File: config.mk
export PLATFORM = sky130hd
export DESIGN_NAME = pio_rd_target
export DESIGN_NICKNAME = d
export VERILOG_FILES = /design/src/rtl/pio_pkg.sv /design/src/rtl/pio_rsp_fifo.sv /design/src/rtl/pio_rd_target.sv
export SDC_FILE = /design/constraint.sdc
export NUM_CORES = 1
export LEC_CHECK = 0
export ABC_AREA = 0
export CAP_MARGIN = 20
export CORE_ASPECT_RATIO = 1.2
export CORE_MARGIN = 8
export CORE_UTILIZATION = 40
export DETAILED_ROUTE_END_ITERATION = 12
export GPL_TIMING_DRIVEN = 1
export PLACE_DENSITY = 0.6
export REMOVE_ABC_BUFFERS = 1
export SYNTH_ARGS = -nofsm -noshare
export SYNTH_HDL_FRONTEND = slang
export SYNTH_HIERARCHICAL = 1
export SYNTH_SLANG_ARGS = --single-unit
File: constraint.sdc
create_clock -name clk -period 5.2 [get_ports clk]
set_input_delay 1.04 -clock clk [delete_from_list [all_inputs] [get_ports clk]]
set_output_delay 1.04 -clock clk [all_outputs]
set_load 0.03 [all_outputs]
File: src/rtl/pio_pkg.sv
// Shared types and helpers for PIO read/write targets.
// Response encoding, response payload and window decode.
package pio_pkg;

    localparam logic PIO_RESP_OK  = 1'b0;
    localparam logic PIO_RESP_ERR = 1'b1;

    typedef struct packed {
        logic [31:0] data;
        logic        err;
    } pio_rsp_t;

    // Offset is formed one bit wider than the address so it cannot wrap.
    function automatic logic pio_decode_err(
        input logic [31:0] addr,
        input logic [31:0] base,
        input logic [31:0] nregs
    );
        logic [32:0] off;
        logic [33:0] lim;
        off = {1'b0, addr} - {1'b0, base};
        lim = {nregs, 2'b00};
        return (addr[1:0] != 2'b00) ||
               (addr < base) ||
               ({1'b0, off} >= lim);
    endfunction

endpackage

File: src/rtl/pio_rsp_fifo.sv
// Show-ahead response FIFO for PIO targets.
// Head entry is visible whenever valid is high.
module pio_rsp_fifo
    import pio_pkg::*;
#(
    parameter int DEPTH = 4,
    parameter int CW    = $clog2(DEPTH + 1)
) (
    input  logic          clk,
    input  logic          reset,
    input  logic          push,
    input  pio_rsp_t      push_data,
    input  logic          pop,
    output pio_rsp_t      head,
    output logic          valid,
    output logic          full,
    output logic [CW-1:0] count
);

    localparam int PW = (DEPTH > 1) ? $clog2(DEPTH) : 1;

    pio_rsp_t      mem [DEPTH];
    logic [PW-1:0] wr_ptr;
    logic [PW-1:0] rd_ptr;
    logic          do_pop;

    function automatic logic [PW-1:0] inc(input logic [PW-1:0] p);
        return (p == PW'(DEPTH - 1)) ? '0 : p + 1'b1;
    endfunction

    assign valid  = (count != '0);
    assign full   = (count == CW'(DEPTH));
    assign head   = mem[rd_ptr];
    assign do_pop = pop && valid;

    always_ff @(posedge clk or posedge reset) begin
        if (reset) begin
            for (int i = 0; i < DEPTH; i++) begin
                mem[i] <= '0;
            end
            wr_ptr <= '0;
            rd_ptr <= '0;
            count  <= '0;
        end else begin
            if (push) begin
                mem[wr_ptr] <= push_data;
                wr_ptr      <= inc(wr_ptr);
            end
            if (do_pop) begin
                rd_ptr <= inc(rd_ptr);
            end
            case ({push, do_pop})
                2'b10:   count <= count + 1'b1;
                2'b01:   count <= count - 1'b1;
                default: count <= count;
            endcase
        end
    end

`ifndef SYNTHESIS
    a_no_ovf: assert property (
        @(posedge clk) disable iff (reset) !(push && full)
    );
`endif

endmodule

File: src/rtl/pio_rd_target.sv
// PIO read responder: decodes requests, reads the register file
// with fixed latency and returns responses in request order.
module pio_rd_target
    import pio_pkg::*;
#(
    parameter logic [31:0] BASE_ADDR = 32'h0000_1000,
    parameter int          NUM_REGS  = 64,
    parameter int          RD_LAT    = 2,
    parameter int          DEPTH     = 4,
    parameter int          AW        = $clog2(NUM_REGS)
) (
    input  logic          clk,
    input  logic          reset,
    input  logic [31:0]   addr,
    input  logic          avalid,
    output logic          aready,
    output logic [31:0]   data,
    output logic          dvalid,
    input  logic          dready,
    output logic          resp,
    output logic          reg_rd_en,
    output logic [AW-1:0] reg_rd_addr,
    input  logic [31:0]   reg_rd_data
);

    localparam int CW = $clog2(DEPTH + 1);

    logic [CW-1:0]     cnt;
    logic              accept;
    logic              pop;
    logic              err;
    logic [RD_LAT-1:0] pv;
    logic [RD_LAT-1:0] pe;
    pio_rsp_t          push_rsp;
    pio_rsp_t          head;
    logic              fifo_full;
    logic [CW-1:0]     fifo_count;

    assign aready      = !reset && (cnt < CW'(DEPTH));
    assign accept      = avalid && aready;
    assign pop         = dvalid && dready;
    assign err         = pio_decode_err(addr, BASE_ADDR, 32'(NUM_REGS));
    assign reg_rd_en   = accept && !err;
    assign reg_rd_addr = AW'((addr - BASE_ADDR) >> 2);

    // Credits cover everything accepted but not yet handed out.
    always_ff @(posedge clk or posedge reset) begin
        if (reset) begin
            cnt <= '0;
        end else begin
            case ({accept, pop})
                2'b10:   cnt <= cnt + 1'b1;
                2'b01:   cnt <= cnt - 1'b1;
                default: cnt <= cnt;
            endcase
        end
    end

    always_ff @(posedge clk or posedge reset) begin
        if (reset) begin
            pv <= '0;
            pe <= '0;
        end else begin
            pv[0] <= accept;
            pe[0] <= err;
            for (int i = 1; i < RD_LAT; i++) begin
                pv[i] <= pv[i-1];
                pe[i] <= pe[i-1];
            end
        end
    end

    always_comb begin
        push_rsp      = '0;
        push_rsp.err  = pe[RD_LAT-1];
        push_rsp.data = pe[RD_LAT-1] ? 32'h0 : reg_rd_data;
    end

    pio_rsp_fifo #(
        .DEPTH (DEPTH),
        .CW    (CW)
    ) u_fifo (
        .clk       (clk),
        .reset     (reset),
        .push      (pv[RD_LAT-1]),
        .push_data (push_rsp),
        .pop       (pop),
        .head      (head),
        .valid     (dvalid),
        .full      (fifo_full),
        .count     (fifo_count)
    );

    assign data = head.data;
    assign resp = head.err;

`ifndef SYNTHESIS
    a_cnt_max: assert property (
        @(posedge clk) disable iff (reset) cnt <= CW'(DEPTH)
    );
    a_occ: assert property (
        @(posedge clk) disable iff (reset)
        (fifo_count <= cnt) && (!fifo_full || cnt == CW'(DEPTH))
    );
    a_stable: assert property (
        @(posedge clk) disable iff (reset)
        (dvalid && !dready) |=>
        (dvalid && $stable(data) && $stable(resp))
    );
`endif

endmodule
==> results summary <==
The number of warnings issued by yosys is 6. The slew at the pin with the worst max-slew slack came out at 1.03 ns. The worst path buffer plus inverter count came out at 3. The pin count of the biggest net entering global routing is 114. The largest individual stage delay along the critical path comes from the cell sky130_fd_sc_hd__clkdlybuf4s50_1. The setup path with the least slack is of type in -> out. The cell area power density is 526 nW/um^2. The flow ran to the end, and the final reports show no timing, DRC or antenna violations. The placer congestion estimate is 0.749. In this run the post-CTS setup repair buffer count came out at 0.

Walking the worst path, the cells encountered are clkdlybuf4s50_1 -> inv_1 -> ha_1 -> xnor2_1 -> nand2_1 -> nor3_4 -> o2111ai_1 -> nor4_1 -> clkdlybuf4s50_1. The average wire length per cell after detail routing is 18.9 um. Clock tree synthesis selected as its root buffer the cell sky130_fd_sc_hd__clkbuf_16. The total CTS buffers is 17. The number of hold-repair buffers added at the cts stage came out at 0. The final max-slew violation count came to 0.

Global routing finished with a remaining overflow of 0. Among the stages of the critical path, the cell type that occurs most often is sky130_fd_sc_hd__clkdlybuf4s50_1. The CTS tree is yes.

The worst stage delay on the critical path came out at 0.73 ns. The maximum buffer depth of the clock tree came out at 2. The total negative slack for setup checks came out at 0 ns. 0 antenna diodes ended up in the layout. The placed instance count is 762. The remaining antenna violation count after routing is 0. The number of top-level pins is 110.

Clock-pin slew was measured on the worst setup and hold paths at 0.06 ns. The initial antenna violation count came out at 0. The number of detailed-routing iterations run before antenna repair is 4. The total half-perimeter wirelength after legalization and detailed placement came out at 9530 um. After layout, the worst path uses 89.2% of the clock period.

The sum of routed wire length over all layers came out at 15000 um. The tightest min-delay check is of the reg -> reg type. The via count of the first global-routing pass came out at 4595.

The area enclosed by the die boundary came out at 22300 um^2. The maximum clock frequency is 0.215 GHz. The worst pin sits at a relative slew slack of 31.3%. The total standard cell area after synthesis is 7110 um^2. The leakage component of the power came out at 3.91 nW. The initial core utilization came out at 40.8%. The worst IR drop on VDD is 0.000259 V.

The count of standard-cell rows came out at 53. The number of DRC markers after the initial detailed-route iteration is 171. The H-tree was split into 4 levels. STA classifies the critical path endpoint as a primary output. The vias per cell is 5.30. The count of endpoints failing hold in the final timing report came out at 0.

During placement, the flow inserted port buffers numbering 97. The via count of the routed design came out at 4197. The growth of design area from synthesis to finish came out at 21.9%.

The quantity of gates resized following cts came out at 0. Clock tree synthesis found a total of 146 sinks. For the worst-skew pair, the clock arrives at the later sink with an insertion delay of 0.41 ns. The global-route wire length before repair came out at 24300 um. The final instance count without filler cells came out at 792. The net count of the finished layout is 640. The count of endpoints failing setup in the final report is 0.

The critical path data arrival time is 3.60 ns. The clock skew came out at 0.0107 ns. The worst path required time is 4.16 ns. The cell type group with the largest total delay on the critical path is buffers and inverters.

The synthesized instance count came out at 471. In the routed design, unresolved DRC markers number 0. The startpoint type of the worst setup path is an input port. From left edge to right edge, the die measures 138 um.

The synthesized area per cell is 15.1 um^2. The proportion of layout cells with a drive suffix above 1 is 36.5%. The global-route usage over all layers is 14.2%.

The standard cell core area is 17400 um^2. The maximum fanout encountered on the critical timing path came out at 6. Setup repair after global routing left no endpoint under its margin.

The die span in y is 162 um. The clock period minus final worst setup slack is 4.64 ns. The max-capacitance violation count came out at 0.
final timing paths:
check	to	cells past startpoint	start	slack (ns)
max reg2reg	u_fifo/count[2]$_DFFE_PP0P_	10	u_fifo/count[0]$_DFFE_PP0P_	3.11
max	reg_rd_en	9	addr[12]	0.56
max in group asynchronous	u_fifo/mem[131]$_DFFE_PP0P_	3	reset	3.39
min reg2reg	pv[1]$_DFF_PP0_	0	pv[0]$_DFF_PP0_	0.35
min in group asynchronous	cnt[2]$_DFFE_PP0P_	2	reset	1.00
min	pv[1]$_DFF_PP0_	0	pv[0]$_DFF_PP0_	0.35
registers in the layout, summed over array words and instances, names as in the netlist:
register / flops
u_fifo/count: 3
cnt: 3
u_fifo/rd_ptr: 2
u_fifo/wr_ptr: 2
pe: 2
pv: 2
u_fifo/mem: 132
layout make-up:
| type | count | area (um^2) |
|---|---|---|
| fillers | 1527 | 8780 |
| flip-flops and latches | 146 | 3660 |
| multi-input cells | 279 | 3110 |
| repair buffers | 102 | 1030 |
| clock buffers | 22 | 474 |
| well taps | 220 | 275 |
| inverters | 16 | 65.1 |
| clock inverters | 7 | 60.1 |
power by group:
group / switching [mW] / internal, mW / leakage (nW)
logic: 0.721 / 0.911 / 1.72
registers: 0.294 / 1.52 / 1.92
clock network: 0.430 / 0.682 / 0.271
total: 1.45 / 3.11 / 3.91
metrics by stage:
stage	area, um^2	setup WS, ns	hold WS, ns	total power [mW]	util, %
final	8660	0.560	0.351	4.56	49.7
after global routing	8660	0.386	0.364	4.83	49.7
after CTS	8640	0.535	0.357	4.63	49.5
after detailed placement	8100	0.569	0.345	3.50	46.5
after global placement	8100	0.588	0.333	3.44	46.5
after floorplan	6820	0.435	0.331	2.89	-
cell usage in the layout (no fill, tap or decap), drive strengths merged, types with 4 or more instances in the layout:
| cell | count |
|---|---|
| nand2 | 10 |
| nor3 | 5 |
| nor2b | 32 |
| clkinv | 6 |
| nor2 | 12 |
| mux4 | 33 |
| clkdlybuf4s50 | 97 |
| nor4 | 4 |
| xor2 | 4 |
| clkbuf | 22 |
| mux2 | 134 |
| inv | 16 |
| ha | 8 |
| xnor2 | 4 |
| buf | 5 |
| nand4 | 4 |
| o21ai | 4 |
| dfrtp | 146 |
per-layer routing:
| metal | global-route usage, % | part of all wire [%] | vias up |
|---|---|---|---|
| li1 | - | - | 1895 |
| met1 | 17.1 | 42 | 2182 |
| met2 | 23.2 | 51 | 105 |
| met3 | 4.91 | 5.5 | 15 |
| met4 | 4.80 | 1.5 | 0 |
| met5 | 0 | 0 | - |
(Power assumes the default switching activity.)
